`config.mk`:
```
export PLATFORM = sky130hd
export DESIGN_NAME = instr_fetch_unit
export DESIGN_NICKNAME = d
export VERILOG_FILES = /design/src/rtl/instr_fetch_unit_pkg.sv /design/src/rtl/instr_fetch_unit_queue.sv /design/src/rtl/instr_fetch_unit.sv
export SDC_FILE = /design/constraint.sdc
export NUM_CORES = 1
export LEC_CHECK = 0
export ABC_CLOCK_PERIOD_IN_PS = 21200
export BUFFER_PORTS_ARGS = -buffer_cell sky130_fd_sc_hd__buf_2
export CORE_ASPECT_RATIO = 1.2
export CORE_UTILIZATION = 40
export CTS_CLUSTER_SIZE = 25
export DETAILED_ROUTE_END_ITERATION = 7
export PLACE_DENSITY = 0.67
export SLEW_MARGIN = 20
export SYNTH_ARGS = -nofsm -noshare
export SYNTH_HDL_FRONTEND = slang
export SYNTH_SLANG_ARGS = --single-unit
```
`constraint.sdc`:
```
create_clock -name clk -period 21.2 [get_ports clk]
set_clock_uncertainty 0.05 [all_clocks]
set_input_delay 1.06 -clock clk [delete_from_list [all_inputs] [get_ports clk]]
set_output_delay 1.06 -clock clk [all_outputs]
set_load 0.05 [all_outputs]
```
`src/rtl/instr_fetch_unit_pkg.sv`:
```
// Shared types and constants for the instruction fetch unit.
// Fetch FSM encoding, fetch-queue entry layout, NOP and reset PC.
package instr_fetch_unit_pkg;

    localparam logic [31:0] NOP          = 32'h0000_0000;
    localparam logic [31:0] RESET_PC_DEF = 32'h0000_0000;

    typedef enum logic [1:0] {
        S_IDLE    = 2'd0,
        S_WAIT    = 2'd1,
        S_DISCARD = 2'd2
    } fetch_state_t;

    typedef struct packed {
        logic [31:0] pc4;
        logic [31:0] instr;
    } fq_entry_t;

endpackage

```
`src/rtl/instr_fetch_unit_queue.sv`:
```
// Two-entry fetch queue between instruction memory and the IF/ID register.
// Entry 0 is always the head; clear wins over push and pop.
module fetch_queue
    import instr_fetch_unit_pkg::*;
(
    input  logic       clk,
    input  logic       rst,
    input  logic       push,
    input  fq_entry_t  push_data,
    input  logic       pop,
    input  logic       clear,
    output fq_entry_t  head,
    output logic [1:0] count
);

    fq_entry_t e0, e1;

    assign head = e0;

    always_ff @(posedge clk or posedge rst) begin
        if (rst) begin
            e0    <= '0;
            e1    <= '0;
            count <= 2'd0;
        end else if (clear) begin
            count <= 2'd0;
        end else begin
            case ({push, pop})
                2'b10: begin
                    if (count == 2'd0) e0 <= push_data;
                    else               e1 <= push_data;
                    count <= count + 2'd1;
                end
                2'b01: begin
                    e0    <= e1;
                    count <= count - 2'd1;
                end
                2'b11: begin
                    // Same-cycle push/pop: slide, then append behind the survivor
                    if (count == 2'd1) begin
                        e0 <= push_data;
                    end else begin
                        e0 <= e1;
                        e1 <= push_data;
                    end
                end
                default: ;
            endcase
        end
    end

endmodule

```
`src/rtl/instr_fetch_unit.sv`:
```
// Instruction fetch: single-outstanding memory requester feeding a 2-deep
// queue and the IF/ID register, with branch flush and ID stall handling.
module instr_fetch_unit
    import instr_fetch_unit_pkg::*;
#(
    parameter logic [31:0] RESET_PC = RESET_PC_DEF,
    parameter int          FQ_DEPTH = 2
)
(
    input  logic        clk,
    input  logic        rst,
    output logic        imem_req,
    output logic [31:0] imem_addr,
    input  logic        imem_ack,
    input  logic [31:0] imem_rdata,
    input  logic        cu_wpcir,
    input  logic        cu_branch,
    input  logic [31:0] branch_target,
    output logic [31:0] if_instr,
    output logic        if_valid,
    output logic [31:0] id_instr,
    output logic [31:0] id_pc4,
    output logic        id_valid
);

    localparam logic [1:0] FQ_FULL = 2'(FQ_DEPTH);

    fetch_state_t state, state_n;
    logic [31:0]  pc, pc_n, addr_n;
    logic         req_n;
    logic         flush, advance, pop, push;
    logic [1:0]   fq_count, count_left, count_next;
    fq_entry_t    fq_head, fq_in;

    assign flush      = cu_branch;
    assign advance    = !cu_branch && !cu_wpcir;
    assign pop        = advance && (fq_count != 2'd0);
    assign push       = (state == S_WAIT) && imem_ack && !flush;
    assign count_left = fq_count - {1'b0, pop};
    assign count_next = count_left + {1'b0, push};
    assign fq_in      = '{pc4: imem_addr + 32'd4, instr: imem_rdata};

    assign if_valid = (fq_count != 2'd0);
    assign if_instr = if_valid ? fq_head.instr : NOP;

    fetch_queue u_fq (
        .clk       (clk),
        .rst       (rst),
        .push      (push),
        .push_data (fq_in),
        .pop       (pop),
        .clear     (flush),
        .head      (fq_head),
        .count     (fq_count)
    );

    always_comb begin
        state_n = state;
        pc_n    = pc;
        req_n   = imem_req;
        addr_n  = imem_addr;
        unique case (state)
            S_IDLE: begin
                req_n = 1'b0;
                if (flush) begin
                    pc_n = branch_target;
                end else if (count_left < FQ_FULL) begin
                    req_n   = 1'b1;
                    addr_n  = pc;
                    state_n = S_WAIT;
                end
            end
            S_WAIT: begin
                if (imem_ack && flush) begin
                    pc_n    = branch_target;
                    req_n   = 1'b0;
                    state_n = S_IDLE;
                end else if (imem_ack) begin
                    pc_n = pc + 32'd4;
                    // Chain the next request while room remains
                    if (count_next < FQ_FULL) begin
                        addr_n = pc + 32'd4;
                    end else begin
                        req_n   = 1'b0;
                        state_n = S_IDLE;
                    end
                end else if (flush) begin
                    pc_n    = branch_target;
                    state_n = S_DISCARD;
                end
            end
            S_DISCARD: begin
                if (flush) pc_n = branch_target;
                if (imem_ack) begin
                    req_n   = 1'b0;
                    state_n = S_IDLE;
                end
            end
            default: begin
                req_n   = 1'b0;
                state_n = S_IDLE;
            end
        endcase
    end

    always_ff @(posedge clk or posedge rst) begin
        if (rst) begin
            state     <= S_IDLE;
            pc        <= RESET_PC;
            imem_req  <= 1'b0;
            imem_addr <= 32'h0;
        end else begin
            state     <= state_n;
            pc        <= pc_n;
            imem_req  <= req_n;
            imem_addr <= addr_n;
        end
    end

    always_ff @(posedge clk or posedge rst) begin
        if (rst) begin
            id_instr <= NOP;
            id_pc4   <= 32'h0;
            id_valid <= 1'b0;
        end else if (flush) begin
            id_instr <= NOP;
            id_pc4   <= 32'h0;
            id_valid <= 1'b0;
        end else if (advance) begin
            if (fq_count != 2'd0) begin
                id_instr <= fq_head.instr;
                id_pc4   <= fq_head.pc4;
                id_valid <= 1'b1;
            end else begin
                id_instr <= NOP;
                id_pc4   <= 32'h0;
                id_valid <= 1'b0;
            end
        end
    end

endmodule
```
# == Word level (Yosys, flattened, before mapping) ==
# Index checks and enable logic that the tools add are counted.
# W data, S select, Z words.
# word_totals
register_bits,262
inputBits,69
output_inout_bits,131
word_cells,104
# op_classes
n_addsub,6
magnitude_cmp,2
eq_ne,19
n_mux,42
n_bitwise,1
n_reduce_logical,22
# ops
op,count
$mux W32,14
$mux W64,4
$pmux W64 S3,1
$pmux W32 S2,2
$pmux W64 S2,1
$add A32 B3 Y32 const B,2
$mux W2,8
$ne A2 B2 Y1 const B,7
$reduce_bool A2 Y1,5
$mux W1,9
$eq A2 B1 Y1 const B,3
$eq A2 B2 Y1 const B,3
$pmux W2 S3,1
$reduce_and A3 Y1,2
$reduce_and A6 Y1,1
$reduce_bool A3 Y1,2
$logic_and A1 B1 Y1,5
$reduce_and A5 Y1,1
$logic_not A2 Y1,2
$lt A2 B2 Y1 const B,2
$ne A2 B1 Y1 const B,2
$ne A4 B3 Y1 const B,1
$ne A4 B4 Y1 const B,1
$pmux W2 S2,1
11 further kinds,12

# == Longest topological paths before layout ==
# logic_depth
word_depth,10
mapped_depth,14

# == Cells and area by module ==
# From an unflattened synthesis, not the netlist that was laid out.
# hier_totals
hier_cells,1126
hier_area_um2,13196.4
# modules_own_cells
mod,n_inst,cells_per_inst,area_per_inst_um2,seq_area_each_um2
instr_fetch_unit,1,764,7293.2,3303.2
fetch_queue,1,362,5903.2,3253.1

# == Worst setup path before layout ==
# Ideal clock, no wire load.
# synth_path
path_type,input-to-reg
startpoint,in cu_branch
endpoint,reg imem_addr[0]
setup_ps,125
arrival_ps,3525
path_slack_ps,17501
stages,11
path_cell_list,buf_2 -> or3_1 -> clkbuf_1 -> inv_2 -> clkbuf_1 -> ha_1 -> xor2_1 -> a21oi_1 -> o21ai_1 -> buf_2 -> mux2_2
# synth_between
elab_chain_cells,8
# synth_lines
item,line_no,text
"start, declared",instr_fetch_unit.sv:17,"input logic cu_branch,"
$logic_not A1 Y1,"instr_fetch_unit.sv:36, instr_fetch_unit.sv:38",
$logic_and A1 B1 Y1,instr_fetch_unit.sv:36,assign advance = !cu_branch && !cu_wpcir;
$logic_and A1 B1 Y1,instr_fetch_unit.sv:37,assign pop = advance && (fq_count != 2'd0);
$sub A2 B1 Y2,instr_fetch_unit.sv:39,"assign count_left = fq_count - {1'b0, pop};"
$add A2 B1 Y2,instr_fetch_unit.sv:40,"assign count_next = count_left + {1'b0, push};"
$lt A2 B2 Y1,instr_fetch_unit.sv:81,if (count_next < FQ_FULL) begin
$ne A2 B1 Y1 (no source line),-,
$reduce_and A6 Y1 (no source line) (*),-,
"end signal, assigned",instr_fetch_unit.sv:116,imem_addr <= addr_n;
"end, declared",instr_fetch_unit.sv:13,"output logic [31:0] imem_addr,"
# Mark *: on every way between the ends. The rest lies on a longest branch, timed or not.
# A chain may end at the register's enable or synchronous reset.

# == Final worst setup path ==
# layout_path
startpoint,in cu_branch
endpoint,reg u_fq.e1[15] (netlist name)
# layout_between
elab_chain_cells,6
# layout_lines
item,line_no,text
$logic_not A1 Y1,"instr_fetch_unit.sv:36, instr_fetch_unit.sv:38",
$logic_and A1 B1 Y1,instr_fetch_unit.sv:36,
$logic_and A1 B1 Y1,instr_fetch_unit.sv:37,
$eq A2 B2 Y1,instr_fetch_unit_queue.sv:28,"case ({push, pop})"
$ne A2 B2 Y1 (no source line) or $reduce_bool A2 Y1 (tied branches),-,
$reduce_and A4 Y1 (no source line),-,
"end signal, assigned",instr_fetch_unit_queue.sv:31,else e1 <= push_data;
"end signal, assigned",instr_fetch_unit_queue.sv:44,e1 <= push_data;
"end, declared",instr_fetch_unit_queue.sv:16,"fq_entry_t e0, e1;"
# Parallel ways exist; a longest one is shown, timed or not.

==> flow_metrics.py <==
metrics = {
    "status": {
        "outcome": "completed",
    },
    "place": {
        "dp_cells": 1778,
        "routabilityCongestion": 0.9053,
        "dp_worst_setup_slack_ns": 16.68,
        "dpl-instance-area_um2": 13820,
        "io_buffers": 199,
        "dp_hpwl_um": 21960,
    },
    "synth": {
        "synthArstFlopShare": 1.000,
        "synthFlopType": "dfrtp_1",
        "syn_nets": 1339,
        "synth-seq-cells": 262,
        "yosys_warnings": 0,
        "syn_area_um2": 12690,
        "synth-edff-count": 0,
        "syn_inst": 1265,
        "ys_types": 65,
        "syn_area_per_cell_um2": 10.03,
        "yosys.area.top_type_share": 0.5165,
        "synth-seq-area-share": 0.5165,
        "ys_top_cells_by_area": "dfrtp_1 (52%), a22o_1 (4.5%), nand2_1 (4.5%), mux2_2 (4.2%), o21ai_0 (3.7%)",
        "synth_largest_area_cell": "dfrtp_1",
    },
    "routing": {
        "vias_per_cell": 5.464,
        "drtIter0Drc": 602,
        "post_drt_wl_per_cell_um": 17.78,
        "wl_um": 32540,
        "drc": 0,
        "antenna_left": 0,
        "firstDrtPassIters": 7,
        "vias": 10000,
    },
    "cts": {
        "cts_setup_buffers": 0,
        "clockBufferDepth": 3,
        "numCtsBuffers": 28,
        "insertion_delay_ns": 0.54,
        "cts_tree": "yes",
        "cts.repair.resized": 0,
        "cts_root_buf": "clkbuf_16",
        "path_clk_slew_ns": 0.06,
        "htree_levels": 1,
        "cts.sinks": 262,
        "cts_hold_buffers": 0,
    },
    "setup_path": {
        "crit_chain": "buf_2 -> nor2_1 -> nand2_2 -> nor3_4 -> buf_4 -> mux2_2",
        "cp.required_ns": 21.57,
        "path_class": "primary input to flop",
        "crit_path_end_kind": "flop",
        "critical_path.startpoint_type": "primary input",
        "crit_family": "simple AND/OR/NAND/NOR gates",
        "max_stage_delay_ns": 0.78,
        "cp.arrival_ns": 4.01,
        "cp_slowest_cell": "buf_4",
        "crit_fanout": 86,
        "critPathBufInv": 2,
    },
    "finish": {
        "instances_no_fill": 1830,
        "fillers": 3003,
        "design_area_um2": 14720,
        "post-route-util": 0.4708,
        "drive_gt1_frac": 0.2346,
        "nNetsFinal": 1481,
        "syn_to_final_growth_pct": 15.98,
    },
    "grt": {
        "grt_pass1_vias": 9482,
        "antenna_found_initial": 1,
        "grt_pass1_wl_um": 51690,
        "overflow": 0,
        "grt_usage": 0.2000,
        "grt_max_degree": 121,
    },
    "floorplan": {
        "io_pins": 200,
        "start_util": 0.4059,
        "dieArea_um2": 32450,
        "dieWidth_um": 164.6,
        "row_count": 71,
        "coreArea_um2": 31270,
        "die_y_um": 197.1,
    },
    "timing": {
        "slew_viol_final": 0,
        "setup_violations": 0,
        "hold_violations": 0,
        "fmax_mhz": 274.4,
        "grt_setup_unrepaired": "false",
        "layout_min_cycle_time_ns": 3.644,
        "fin_tns_setup_ns": 0,
        "slew_headroom": 0.3164,
        "worst_pin_slew_ns": 1.025,
        "setup_slack_ns": 17.56,
        "min_period_over_period": 0.1719,
    },
    "pwr": {
        "leakagePower_nw": 6.693,
        "power_density_nw_per_um2": 154.7,
        "irDropWorstVdd_mv": 0.09535,
    },
    "worst_hold_path": {
        "min_path_type": "flop to flop",
    },
    "job": {
        "drv_cap": 0,
    },
}
[sequential cells by signal (all words and copies together) (netlist names)]
| signal | cells |
|---|---|
| imem_addr | 32 |
| id_valid | 1 |
| state | 2 |
| pc | 32 |
| id_pc4 | 32 |
| u_fq.e1 | 64 |
| u_fq.count | 2 |
| id_instr | 32 |
| u_fq.head | 64 |
| imem_req | 1 |
[final cells by class]
class | instances | area (um^2) | area share
Sequential cell | 262 | 6556 | 0.4454
Multi-Input combinational cell | 883 | 5600 | 0.3804
Timing Repair Buffer | 212 | 1094 | 0.07428
Clock buffer | 41 | 830.8 | 0.05643
Tap cell | 401 | 501.7 | 0.03408
Inverter | 20 | 82.58 | 0.005609
Clock inverter | 10 | 53.80 | 0.003655
Antenna cell | 1 | 2.502 | 0.0001700
[through the flow]
step | hold slack (ns) | total power [W]
after floorplan | 0.4002 | 0.001583
after global placement | 0.4159 | 0.001797
after detailed placement | 0.4263 | 0.001822
after CTS | 0.4395 | 0.002295
after global routing | 0.4501 | 0.002419
final | 0.4368 | 0.002278
[worst register-to-register path, cell delays in order, from the launching register on]
cell,delay [ns]
dfrtp_1,1.01
and2_1,0.35
nand2_2,0.40
nor3_4,0.28
buf_4,0.78
mux2_2,0.46
[kinds of logic after synthesis]
| group | share of synthesized area |
|---|---|
| AOI/OAI and AO/OA | 0.1584 |
| xor gates and xnor gates | 0.04554 |
| DFF | 0.5165 |
| and+or+nand+nor | 0.1740 |
| adders and majority gates | 0.004929 |
| buffers and inverters | 0.04554 |
| muxes | 0.05510 |
[per-layer routing]
layer  share of wire  global-route usage  up-vias
met4           0.036             0.08053        0
met5               0                   0        -
li1                -                   -     4790
met2            0.47              0.3221      288
met3           0.049             0.02687       65
met1            0.44              0.2709     4857
[Yosys cell counts, drive strengths merged (2+ instances only)]
cell,number
dfrtp,262
nand2,152
nor2,105
o21ai,104
a22o,65
clkbuf,53
buf,47
mux2,47
nand3,47
xor2,46
a31oi,39
nor2b,38
a21oi,31
nand4,26
nor3,23
inv,20
xnor2,20
mux2i,17
a22oi,15
nor4,14
a221oi,13
and3,10
a221o,7
nor3b,6
and2,5
ha,5
o22ai,5
and4,4
o21a,4
or3,4
a31o,3
nand2b,3
nand3b,3
or2,3
a32oi,2
o311ai,2
o31a,2
o31ai,2
or4,2
[path summary, 6_finish.rpt]
check                      slack, ns          start       endpoint  depth (start not counted)
max                            17.56      cu_branch    u_fq.e1[15]                          6
min                             0.44  u_fq.head[34]  u_fq.head[34]                          2
max reg2reg                    17.74       state[0]    u_fq.e1[15]                          5
min reg2reg                     0.44  u_fq.head[34]  u_fq.head[34]                          2
max in group asynchronous      18.93            rst   id_instr[29]                          3
min in group asynchronous       0.63            rst  u_fq.head[61]                          2
[placed cells by master (no fill, tap or decap), drive strengths merged, types with 6 or more instances in the layout]
cell / instances
a21oi: 31
a221o: 7
a221oi: 13
a22o: 65
a22oi: 15
a31oi: 39
and3: 10
buf: 212
clkbuf: 41
clkinv: 10
dfrtp: 262
inv: 20
mux2: 47
mux2i: 17
nand2: 152
nand3: 47
nand4: 26
nor2: 105
nor2b: 38
nor3: 23
nor3b: 6
nor4: 14
o21ai: 104
xnor2: 20
xor2: 46
[power breakdown]
part	switching, W	internal, W
combinational	0.000644	0.000288
sequential	0.000187	0.000692
clock	0.000197	0.000270
Power figures use the tool's default switching activity.
